**src/rtl/ahb_timer_pkg.sv**
```systemverilog
// Shared constants for the AHB-Lite down-counting timer: register offsets,
// CTRL/STATUS bit positions, HTRANS encodings and the register-select enum.
package ahb_timer_pkg;

  localparam logic [3:0] OFF_LOAD   = 4'h0;
  localparam logic [3:0] OFF_VALUE  = 4'h4;
  localparam logic [3:0] OFF_CTRL   = 4'h8;
  localparam logic [3:0] OFF_STATUS = 4'hC;

  localparam int CTRL_EN      = 0;
  localparam int CTRL_IRQ_EN  = 1;
  localparam int CTRL_ONESHOT = 2;
  localparam int CTRL_PS_LSB  = 4;
  localparam int CTRL_PS_MSB  = 11;
  localparam int STATUS_IRQ   = 0;

  localparam logic [1:0] HTRANS_IDLE   = 2'b00;
  localparam logic [1:0] HTRANS_BUSY   = 2'b01;
  localparam logic [1:0] HTRANS_NONSEQ = 2'b10;
  localparam logic [1:0] HTRANS_SEQ    = 2'b11;

  typedef enum logic [1:0] {
    SEL_LOAD   = 2'd0,
    SEL_VALUE  = 2'd1,
    SEL_CTRL   = 2'd2,
    SEL_STATUS = 2'd3
  } reg_sel_e;

endpackage

```
**src/rtl/ahb_timer_prescaler.sv**
```systemverilog
// Prescale counter: emits a one-cycle tick every (prescale+1) clocks while en=1.
// Cleared whenever en is low or clr is pulsed.
module ahb_timer_prescaler (
  input  logic       clk,
  input  logic       rst_n,
  input  logic       en,
  input  logic       clr,
  input  logic [7:0] prescale,
  output logic       tick
);

  logic [7:0] cnt_q;
  logic [7:0] cnt_d;

  always_comb begin
    tick  = en && (cnt_q == prescale);
    cnt_d = cnt_q + 8'd1;
    if (!en || clr || tick) cnt_d = 8'd0;
  end

  always_ff @(posedge clk or negedge rst_n) begin
    if (!rst_n) cnt_q <= 8'd0;
    else        cnt_q <= cnt_d;
  end

endmodule

```
**src/rtl/ahb_timer.sv**
```systemverilog
// AHB-Lite zero-wait-state timer slave: 32-bit down counter with reload,
// one-shot/periodic modes and a level interrupt. Optional macro TIMER_PRESCALE_EN.
module ahb_timer
  import ahb_timer_pkg::*;
#(
  parameter int ADDR_LSB_W = 4
) (
  input  logic        HCLK,
  input  logic        HRESETn,
  input  logic        HSEL,
  input  logic [31:0] HADDR,
  input  logic [1:0]  HTRANS,
  input  logic        HWRITE,
  input  logic [2:0]  HSIZE,
  input  logic [31:0] HWDATA,
  input  logic        HREADY,
  output logic        HREADYOUT,
  output logic [31:0] HRDATA,
  output logic        timer_irq
);

  logic       wr_en_q, wr_en_d;
  logic       rd_en_q, rd_en_d;
  reg_sel_e   sel_q, sel_d;

  logic [31:0] load_q, load_d;
  logic [31:0] value_q, value_d;
  logic        en_q, en_d;
  logic        irq_en_q, irq_en_d;
  logic        oneshot_q, oneshot_d;
  logic        status_q, status_d;
  logic [7:0]  prescale_q;

  logic accept, load_wr, ctrl_wr, status_wr;
  logic tick, tick_eff, expire;
  logic unused_ok;

  assign unused_ok = ^{HSIZE, HADDR, HTRANS[0]};
  assign HREADYOUT = 1'b1;
  assign timer_irq = status_q & irq_en_q;

`ifdef TIMER_PRESCALE_EN
  logic [7:0] prescale_d;

  always_comb begin
    prescale_d = prescale_q;
    if (ctrl_wr) prescale_d = HWDATA[CTRL_PS_MSB:CTRL_PS_LSB];
  end

  always_ff @(posedge HCLK or negedge HRESETn) begin
    if (!HRESETn) prescale_q <= 8'd0;
    else          prescale_q <= prescale_d;
  end

  ahb_timer_prescaler u_prescaler (
    .clk      (HCLK),
    .rst_n    (HRESETn),
    .en       (en_q),
    .clr      (ctrl_wr | load_wr),
    .prescale (prescale_q),
    .tick     (tick)
  );
`else
  assign prescale_q = 8'd0;
  assign tick       = en_q;
`endif

  // Address phase capture; the enables drop whenever no transfer is accepted
  always_comb begin
    accept  = HSEL && HREADY && ((HTRANS == HTRANS_NONSEQ) || (HTRANS == HTRANS_SEQ));
    wr_en_d = accept && HWRITE;
    rd_en_d = accept && !HWRITE;
    sel_d   = accept ? reg_sel_e'(HADDR[ADDR_LSB_W-1 -: 2]) : sel_q;
  end

  // Data phase: register updates and counting
  always_comb begin
    load_wr   = wr_en_q && (sel_q == SEL_LOAD);
    ctrl_wr   = wr_en_q && (sel_q == SEL_CTRL);
    status_wr = wr_en_q && (sel_q == SEL_STATUS);
    // Software disabling the timer on this edge swallows any tick in flight
    tick_eff  = tick && !(ctrl_wr && !HWDATA[CTRL_EN]);
    expire    = tick_eff && (value_q == 32'd0);

    load_d    = load_q;
    value_d   = value_q;
    en_d      = en_q;
    irq_en_d  = irq_en_q;
    oneshot_d = oneshot_q;
    status_d  = status_q;

    if (load_wr) load_d = HWDATA;

    if (load_wr)
      value_d = HWDATA;
    else if (tick_eff)
      value_d = (value_q != 32'd0) ? value_q - 32'd1 : (oneshot_q ? 32'd0 : load_q);

    if (expire && oneshot_q) en_d = 1'b0;
    if (ctrl_wr) begin
      en_d      = HWDATA[CTRL_EN];
      irq_en_d  = HWDATA[CTRL_IRQ_EN];
      oneshot_d = HWDATA[CTRL_ONESHOT];
    end

    if (status_wr && HWDATA[STATUS_IRQ]) status_d = 1'b0;
    if (expire) status_d = 1'b1;
  end

  always_ff @(posedge HCLK or negedge HRESETn) begin
    if (!HRESETn) begin
      wr_en_q   <= 1'b0;
      rd_en_q   <= 1'b0;
      sel_q     <= SEL_LOAD;
      load_q    <= 32'd0;
      value_q   <= 32'd0;
      en_q      <= 1'b0;
      irq_en_q  <= 1'b0;
      oneshot_q <= 1'b0;
      status_q  <= 1'b0;
    end else begin
      wr_en_q   <= wr_en_d;
      rd_en_q   <= rd_en_d;
      sel_q     <= sel_d;
      load_q    <= load_d;
      value_q   <= value_d;
      en_q      <= en_d;
      irq_en_q  <= irq_en_d;
      oneshot_q <= oneshot_d;
      status_q  <= status_d;
    end
  end

  always_comb begin
    HRDATA = 32'd0;
    if (rd_en_q) begin
      unique case (sel_q)
        SEL_LOAD:   HRDATA = load_q;
        SEL_VALUE:  HRDATA = value_q;
        SEL_CTRL:   HRDATA = {20'd0, prescale_q, 1'b0, oneshot_q, irq_en_q, en_q};
        SEL_STATUS: HRDATA = {31'd0, status_q};
        default:    HRDATA = 32'd0;
      endcase
    end
  end

endmodule

```
**config.mk**
```make
export PLATFORM = sky130hd
export DESIGN_NAME = ahb_timer
export DESIGN_NICKNAME = d
export VERILOG_FILES = /design/src/rtl/ahb_timer_pkg.sv /design/src/rtl/ahb_timer_prescaler.sv /design/src/rtl/ahb_timer.sv
export SDC_FILE = /design/constraint.sdc
export NUM_CORES = 1
export LEC_CHECK = 0
export BUFFER_PORTS_ARGS = -buffer_cell sky130_fd_sc_hd__buf_2
export CAP_MARGIN = 20
export CORE_AREA = 2 2 109 111
export CTS_CLUSTER_DIAMETER = 60
export CTS_CLUSTER_SIZE = 8
export DETAILED_ROUTE_END_ITERATION = 16
export DIE_AREA = 0 0 111 113
export MAX_ROUTING_LAYER = met4
export PLACE_DENSITY_LB_ADDON = 0.12
export RECOVER_POWER = 50
export SLEW_MARGIN = 10
export SYNTH_ARGS = -nofsm -noshare
export SYNTH_HDL_FRONTEND = slang
export SYNTH_SLANG_ARGS = --single-unit
```
**constraint.sdc**
```tcl
create_clock -name HCLK -period 4 [get_ports HCLK]
set_input_delay 0.6 -clock HCLK [delete_from_list [all_inputs] [get_ports HCLK]]
set_output_delay 0.6 -clock HCLK [all_outputs]
set_load 0.02 [all_outputs]
```
* Word-level counts from Yosys, hierarchy flattened
Index checks and enable logic that the tools add are counted.
** Word-level totals
- Register bits after elaboration :: 72
- Input port bits :: 74
- Output and inout port bits :: 34
** Operators by class
- Add/sub/neg operators :: 1
- Eq/ne operators :: 5
- Muxes and demuxes :: 10
- Bitwise gates (word level) :: 1
- Reduce and logical (&&, ||, !) cells :: 22
** Operator list (count)
- 2-to-1 mux 32 bit :: 5
- case mux 32 bit (4 select lines) :: 1
- zero test 32 bit :: 1
- nonzero test 32 bit :: 1
- subtractor 32 x 1 -> 32 bit, second input constant :: 1
- logical AND 1 bit :: 12
- equality test 2 bit, second input constant :: 4
- nonzero test 2 bit :: 3
- 2-to-1 mux 1 bit :: 4
- zero test 1 bit :: 3
- equality test 2 x 1 -> 1 bit, second input constant :: 1
- zero test 2 bit :: 1
- bitwise AND 1 bit :: 1
- logical OR 1 bit :: 1

* Longest topological paths before layout
Gate-level depths: netlist of run 1.
- Depth in word-level cells :: 9
- Gate-level depth with buffers :: 9
- Gate-level depth less buffers :: 8

* Least setup slack after synthesis of run 1
OpenSTA, ideal clock, no wires.
- Path type :: reg2reg
- Start point :: reg value_q[4]
- End point :: reg value_q[31]
- Data arrival time :: 2.315 ns
- Required time :: 3.869 ns
- Setup slack :: 1.554 ns
- Cell stages (with the launch flop) :: 8
- Buffers on the path :: 1
- Clock period less this slack :: 2.446 ns
- Cell sequence :: dfrtp_1 > buf_6 > or4_4 > or4_4 > nor3_4 > o21ai_2 > o311a_1 > or3_1
** Between the ends
- Longest elaborated chain between the ends :: 4
- Elaborated cells on any way between the ends :: 5
- Those cells by class :: add/sub: 1; mux: 3; reduce/logical: 1
** RTL lines
- from (decl) :: RTL line ahb_timer.sv:27 : logic [31:0] value_q, value_d;
- from (signal assigned) :: RTL line ahb_timer.sv:126 : value_q <= value_d;
- subtractor 32 x 1 -> 32 bit / nonzero test 32 bit (equally long branches) :: RTL line ahb_timer.sv:97 : value_d = (value_q != 32'd0) ? value_q - 32'd1 : (oneshot_q ? 32'd0 : load_q);
- 2-to-1 mux 32 bit * :: RTL line ahb_timer.sv:97
- 2-to-1 mux 32 bit * :: RTL line ahb_timer.sv:96 : else if (tick_eff)
- 2-to-1 mux 32 bit * :: RTL line ahb_timer.sv:94 : if (load_wr)
Every way passes the cells marked *; elsewhere a longest branch is shown, timed or not. The select of a mux whose other input is x is not followed.
A chain may end at the register's enable or synchronous reset.

* Worst setup path in the final report of run 1
- Start point :: reg value_q[9]
- End point :: reg value_q[12]
The elaborated chain is that of the path after synthesis.

==> flow_summary.json, run 1 <==
{
  "violations": "max-capacitance violations, max-slew violations",
  "cts_buffers": 9,
  "syn-num-nets": 619,
  "fmax_ghz": 0.341,
  "dp_hpwl_mm": 9.80,
  "final_cell_mix": "115 x nand2_1, 71 x dfrtp_1, 70 x buf_2",
  "initial_utilization_pct": 39.5,
  "synth_top_area_cell": "dfrtp_1",
  "fin_crit_ps": 2940,
  "synth_warnings": 0,
  "clockBufferDepth": 2,
  "clk_pin_slew_worst_paths_ps": 60,
  "startpoint": "value_q[9]",
  "drive_gt1_share_pct": 18.2,
  "dpl_worst_slack_ps": 1070,
  "worstSetupPathType": "flip-flop to flip-flop",
  "diodes": 0,
  "port-buffer-count": 72,
  "layout_commonest_cell": "nand2_1",
  "slew_viol_final": 31,
  "p_leak_uw": 0.00242,
  "finalHoldViolations": 0,
  "num_rows": 39,
  "dr_total_vias": 4281,
  "timing.slew.headroom_pct": -12.3,
  "crit_path_start_kind": "flip-flop",
  "synth_flop_cell": "dfrtp_1",
  "layout.nets": 681,
  "drtAntennaViolNets": 0,
  "path_max_fanout": 19,
  "p_per_area_nw_per_um2": 570,
  "die_h_microns": 113,
  "via_per_inst": 5.69,
  "cp.arrival_ps": 3150,
  "die_w_microns": 111,
  "wl_per_cell_microns": 18.7,
  "clock_latency_ps": 350,
  "cp-endpoint": "value_q[12]",
  "ctsHoldBuffers": 0,
  "end_kind": "flip-flop",
  "finalSetupTns_ps": 0,
  "cts_resized": 0,
  "yosysSeqAreaShare_pct": 40.5,
  "peakVddDrop_mv": 0.240,
  "postSynthCellCount": 543,
  "fp.coreArea_sq_um": 11300,
  "clkSinkCount": 72,
  "worstPathRequired_ps": 4220,
  "drc": 0,
  "routed_wl_mm": 14.1,
  "cts_max_level": 3,
  "syn_area_per_cell_sq_um": 8.20,
  "fin_crit_sh_pct": 73.4,
  "pin_count": 108,
  "fp.dieArea_sq_um": 12500,
  "r2r_start": "value_q[9]",
  "synth_seq_cells": 72,
  "postCtsSetupBuffers": 0,
  "reg2reg_depth": 7,
  "synthTopCellsByArea": "dfrtp_1 40%, nand2_1 9.7%, mux2i_1 7.9%, nor2_1 5.4%, nand3_1 2.8%",
  "clock-root-buffer": "clkbuf_16",
  "reg2reg_slack_ps": 1060,
  "synth_edf_count": 0,
  "grtUsageTotal_pct": 24.0,
  "synth_area_sq_um": 4450,
  "grt_antenna_before_repair": 0,
  "synth_cell_types": 61,
  "cts_tree": "built",
  "rr_endpoint": "value_q[12]",
  "min_path_type": "input pin to flip-flop",
  "gp_congestion": 0.932,
  "skew_ps": 6.81,
  "synth_top_area_share_pct": 40.5,
  "tightest_slew_ps": 1690,
  "drv_cap": 1,
  "grt_pass1_vias": 4226,
  "setup_viol": 0,
  "grt_pass1_wl_mm": 22.8,
  "grt_overflow_total": 0,
  "worst_slack_ps": 1060,
  "dr.pass1.iters": 5,
  "rsz0062_at_grt": "no",
  "area_growth_pct": 18.0,
  "drt-initial-drc-count": 276,
  "status": "finished, violations left",
  "synthArstFlopShare_pct": 100,
  "grt_start_max_net_pins": 44
}
state kept, by name (all words and copies together) (netlist names):
| name | flops |
|---|---|
| status_q | 1 |
| en_q | 1 |
| load_q | 32 |
| rd_en_q | 1 |
| irq_en_q | 1 |
| wr_en_q | 1 |
| sel_q | 2 |
| oneshot_q | 1 |
| value_q | 32 |
critical path, cell delays in order (launching register included):
cell and delay [ps]:
dfrtp_1 470, or4_4 580, nor3_2 370, and4_1 540, buf_4 350, nor3_1 100
a311oi_1 260, o211ai_1 130
how the worst min path moves through the flow:
stage	from	endpoint	slack, ps	depth (start not counted)
final	HWRITE	rd_en_q	410	2
after global routing	HWRITE	rd_en_q	410	2
after CTS	HRESETn	rd_en_q	230	1
after detailed placement	load_q[18]	load_q[18]	480	2
after global placement	load_q[18]	load_q[18]	480	2
after floorplan	HRESETn	en_q	300	0
per-layer routing:
| metal | share of wire, % | vias up | GRT usage, % |
|---|---|---|---|
| li1 | - | 2069 | - |
| met5 | 0 | - | - |
| met2 | 49 | 121 | 40.0 |
| met1 | 45 | 2080 | 30.1 |
| met3 | 5.3 | 11 | 3.64 |
| met4 | 1.0 | 0 | 7.67 |
layout make-up:
type                    count  area, sq um
clock inverters             3         40.0
clock buffers              13          270
flip-flops and latches     72         1800
repair buffers             84          440
inverters                  11         41.3
well taps                 143          179
fillers                  1146         6020
multi-input cells         427         2480
metrics by stage:
step	instance area, sq um	cells	hold WS [ps]	util [%]	total power [uW]
global placement	4940	736	479	43.8	2130
detailed placement	4960	737	479	44.0	2150
global route	5250	753	414	46.6	3180
finish	5250	753	409	46.6	2990
CTS	5270	753	233	46.8	3010
floorplan	4450	543	304	-	1830
cells by family (layout without fill, tap and decap cells):
logic type | after synthesis | count (layout) | share of synthesized area (%)
AO/OA/AOI/OAI | 97 | 97 | 14.8
XOR/XNOR | 3 | 3 | 0.590
buffers and inverters | 44 | 111 | 4.05
other | 1 | 1 | 0.0843
multiplexers | 40 | 40 | 9.39
flip-flops | 72 | 72 | 40.5
adder cells (fa/ha/maj) | 2 | 2 | 0.562
AND/OR/NAND/NOR | 284 | 284 | 30.1
report_power, final:
group / internal, uW / switching [uW]
combinational: 376 / 537
sequential: 937 / 297
clock: 532 / 315
Yosys cell counts (all sizes together), types with 3 or more instances:
cell / instances
or4: 10
a32oi: 3
o31ai: 3
a21oi: 13
a221oi: 3
buf: 9
a221o: 3
a311oi: 5
o211ai: 8
nand2: 115
inv: 11
a22oi: 4
mux2: 4
nand4: 10
nand2b: 5
a22o: 3
nor3: 18
xnor2: 3
clkbuf: 24
and3: 3
or3: 7
nor2: 64
nor4: 11
mux2i: 35
a31oi: 6
a21o: 3
o21ai: 29
and2: 7
nand3: 25
dfrtp: 72
Note: power is estimated with default switching activity, not from simulation.
==> inputs of run 2 (changes only) <==
ABC_AREA = 1   (was not set)
CORE_AREA = 2 2 115 117   (was 2 2 109 111)
DIE_AREA = 0 0 117 119   (was 0 0 111 113)
clock period = 2.5 ns   (was 4 ns; I/O delays follow)
==> run 2 against run 1 <==
Utilization fell by 1.3 points; clock power rose by 66%; clock skew fell by 1.7 ps; largest power group unchanged; setup slack got worse by 820 ps; the run still ends with max-capacitance violations, max-slew violations left; final cell count rose by 35%; global-route usage fell by 1.6 points; area after synthesis rose by 12%; cell area rose by 11%; sequential power rose by 59%; via count rose by 15%; die area rose by 11%.
==> flow_summary.json, run 2 <==
{
  "status": "finished, violations left",
  "violations": "max-capacitance violations, max-slew violations",
  "ctsHoldBuffers": 0,
  "grt_overflow_total": 0,
  "synth_edf_count": 0,
  "cts_max_level": 3,
  "critPathMaxStageDelay_ps": 460,
  "dr.pass1.iters": 5,
  "synth_seq_cells": 72,
  "path_max_fanout": 16,
  "drc": 0,
  "postSynthCellCount": 765,
  "layout.nets": 908,
  "die_w_microns": 117,
  "min_path_type": "input pin to flip-flop",
  "clock-root-buffer": "clkbuf_16",
  "slew_viol_final": 73,
  "cpMaxStageDelayCell": "dfrtp_1",
  "min_to": "rd_en_q",
  "timing.slew.headroom_pct": -23.4,
  "via_per_inst": 4.87,
  "reg2reg_slack_ps": 370,
  "cts_resized": 0,
  "clock_latency_ps": 350,
  "grtUsageTotal_pct": 22.4,
  "rsz0062_at_grt": "no",
  "p_per_area_nw_per_um2": 809,
  "drive_gt1_share_pct": 17.7,
  "fin_crit_sh_pct": 90.2,
  "total_power_uw": 4710,
  "yosysMostFrequentCell": "nand2_1",
  "drtAntennaViolNets": 0,
  "synth_flop_cell": "dfrtp_1",
  "holdWs_ps": 186,
  "clk_pin_slew_worst_paths_ps": 60,
  "synth_top_area_cell": "dfrtp_1",
  "fin_area_sq_um": 5830,
  "crit_chain": "nor2_2 > buf_4 > buf_4 > nand2_1 > a21oi_1 > buf_2",
  "clockBufferDepth": 2,
  "grt_start_max_net_pins": 73,
  "cts_buffers": 9,
  "routed_wl_mm": 14.5,
  "grt_antenna_before_repair": 0,
  "cp.arrival_ps": 1880,
  "peakVddDrop_mv": 0.360,
  "synthTopCellsByArea": "dfrtp_1 36%, nand2_1 23%, nor2_1 6.8%, inv_1 5.6%, a21oi_1 5.1%",
  "drt-initial-drc-count": 248,
  "final_cell_mix": "303 x nand2_1, 92 x nor2_1, 76 x inv_1",
  "reg2reg_depth": 8,
  "initial_utilization_pct": 38.8,
  "diodes": 0,
  "p_leak_uw": 0.00310,
  "area_growth_pct": 16.7,
  "synthArstFlopShare_pct": 100,
  "final_util_pct": 45.3,
  "port-buffer-count": 72,
  "worstPathRequired_ps": 2120,
  "fp.coreArea_sq_um": 12900,
  "worstSetupPathType": "flip-flop to output port",
  "crit_top_cell": "buf_4",
  "end_kind": "output port",
  "synth_cell_types": 37,
  "largest_registers": "load_q: 32 flops, value_q: 32 flops, sel_q: 2 flops",
  "grt_pass1_vias": 4781,
  "gp_congestion": 0.922,
  "placed_area_sq_um": 5540,
  "finalSetupTns_ps": 0,
  "yosysSeqAreaShare_pct": 36.1,
  "layout_commonest_cell": "nand2_1",
  "tightest_slew_ps": 1850,
  "syn_area_per_cell_sq_um": 6.53,
  "crit_path_start_kind": "flip-flop",
  "finalHoldViolations": 0,
  "clkSinkCount": 72,
  "synth_top_area_share_pct": 36.1,
  "cts_tree": "built",
  "drv_cap": 1,
  "rr_endpoint": "value_q[2]",
  "hold-path-cell-count": 2,
  "grt_pass1_wl_mm": 23.6,
  "syn-num-nets": 841,
  "dr_total_vias": 4935,
  "r2r_start": "sel_q[1]",
  "fin_crit_ps": 2250,
  "synth_area_sq_um": 5000,
  "num_rows": 42,
  "postCtsSetupBuffers": 0,
  "pin_count": 108,
  "skew_ps": 5.11,
  "wl_per_cell_microns": 14.3,
  "min_from": "HWRITE",
  "fp.dieArea_sq_um": 13900,
  "die_h_microns": 119,
  "nFillCells": 1393,
  "fmax_ghz": 0.444,
  "synth_warnings": 0,
  "dp_hpwl_mm": 10.5,
  "synth_commonest_cells": "303 x nand2_1, 91 x nor2_1, 74 x inv_1",
  "setup_viol": 0
}
-- run 2: cell count changes in the layout (fill, tap and decap cells not counted), moves of 11 or more --
cell,before,now
inv_1,11,76
mux2i_1,35,0
nor3_1,15,3
nand2_1,115,303
nand3_1,25,44
nor4_1,11,0
nor2_1,63,92
a21oi_1,13,51
nor2_2,0,11
-- run 2: layout make-up --
cell class,instances,area [sq um],area share (%)
inverters,80,300,5.15
clock buffers,10,239,4.10
clock inverters,6,82.6,1.42
repair buffers,85,467,8.01
well taps,176,220,3.78
multi-input cells,584,2720,46.6
flip-flops and latches,72,1800,30.9
-- run 2: worst max-delay path: cells and delay by family, from the launching register on --
family          cells  cell delay (ps)
buf+inv             3              700
flops               1              460
simple gates        2              230
compound gates      1              140
-- run 2: logic make-up (layout without fill, tap and decap cells) --
kind of cell / count (synthesis) / after routing / share of synthesized area, %
muxes: 1 / 1 / 0.225
AOI/OAI and AO/OA: 91 / 91 / 10.9
xor gates and xnor gates: 12 / 12 / 2.10
other: 1 / 1 / 0.0751
adders and majority gates: 2 / 2 / 0.501
buffers and inverters: 109 / 181 / 9.27
and+or+nand+nor: 477 / 477 / 40.9
DFF: 72 / 72 / 36.1
-- run 2: through the flow --
| stage | worst slack (ps) | std cells |
|---|---|---|
| floorplan | 686 | 765 |
| global placement | 384 | 997 |
| detailed placement | 355 | 997 |
| CTS | 194 | 1013 |
| global route | 103 | 1013 |
| finish | 246 | 1013 |
-- run 2: metal layers --
metal | part of all wire [%] | up-vias | global-route usage, %
li1 | - | 2515 | -
met2 | 47 | 98 | 35.2
met4 | 1.8 | 0 | 7.35
met3 | 3.6 | 17 | 3.26
met5 | 0 | - | -
met1 | 48 | 2305 | 29.7
-- run 2: how the worst max path moves through the flow --
stage / startpoint / endpoint / slack (ps) / cells past startpoint
2_1_floorplan: sel_q[1] / HRDATA[0] / 690 / 5
3_3_place_gp: sel_q[1] / value_q[2] / 380 / 8
3_5_place_dp: sel_q[1] / value_q[2] / 360 / 8
4_1_cts: sel_q[1] / HRDATA[31] / 190 / 6
5_1_grt: sel_q[1] / HRDATA[29] / 100 / 6
6_report: sel_q[1] / HRDATA[29] / 250 / 6
-- run 2: power by group --
part	leakage [uW]	total, uW	internal, uW	switching [uW]
registers	0.000784	1950	1560	389
logic	0.00216	1350	487	867
clock network	0.000158	1410	895	518
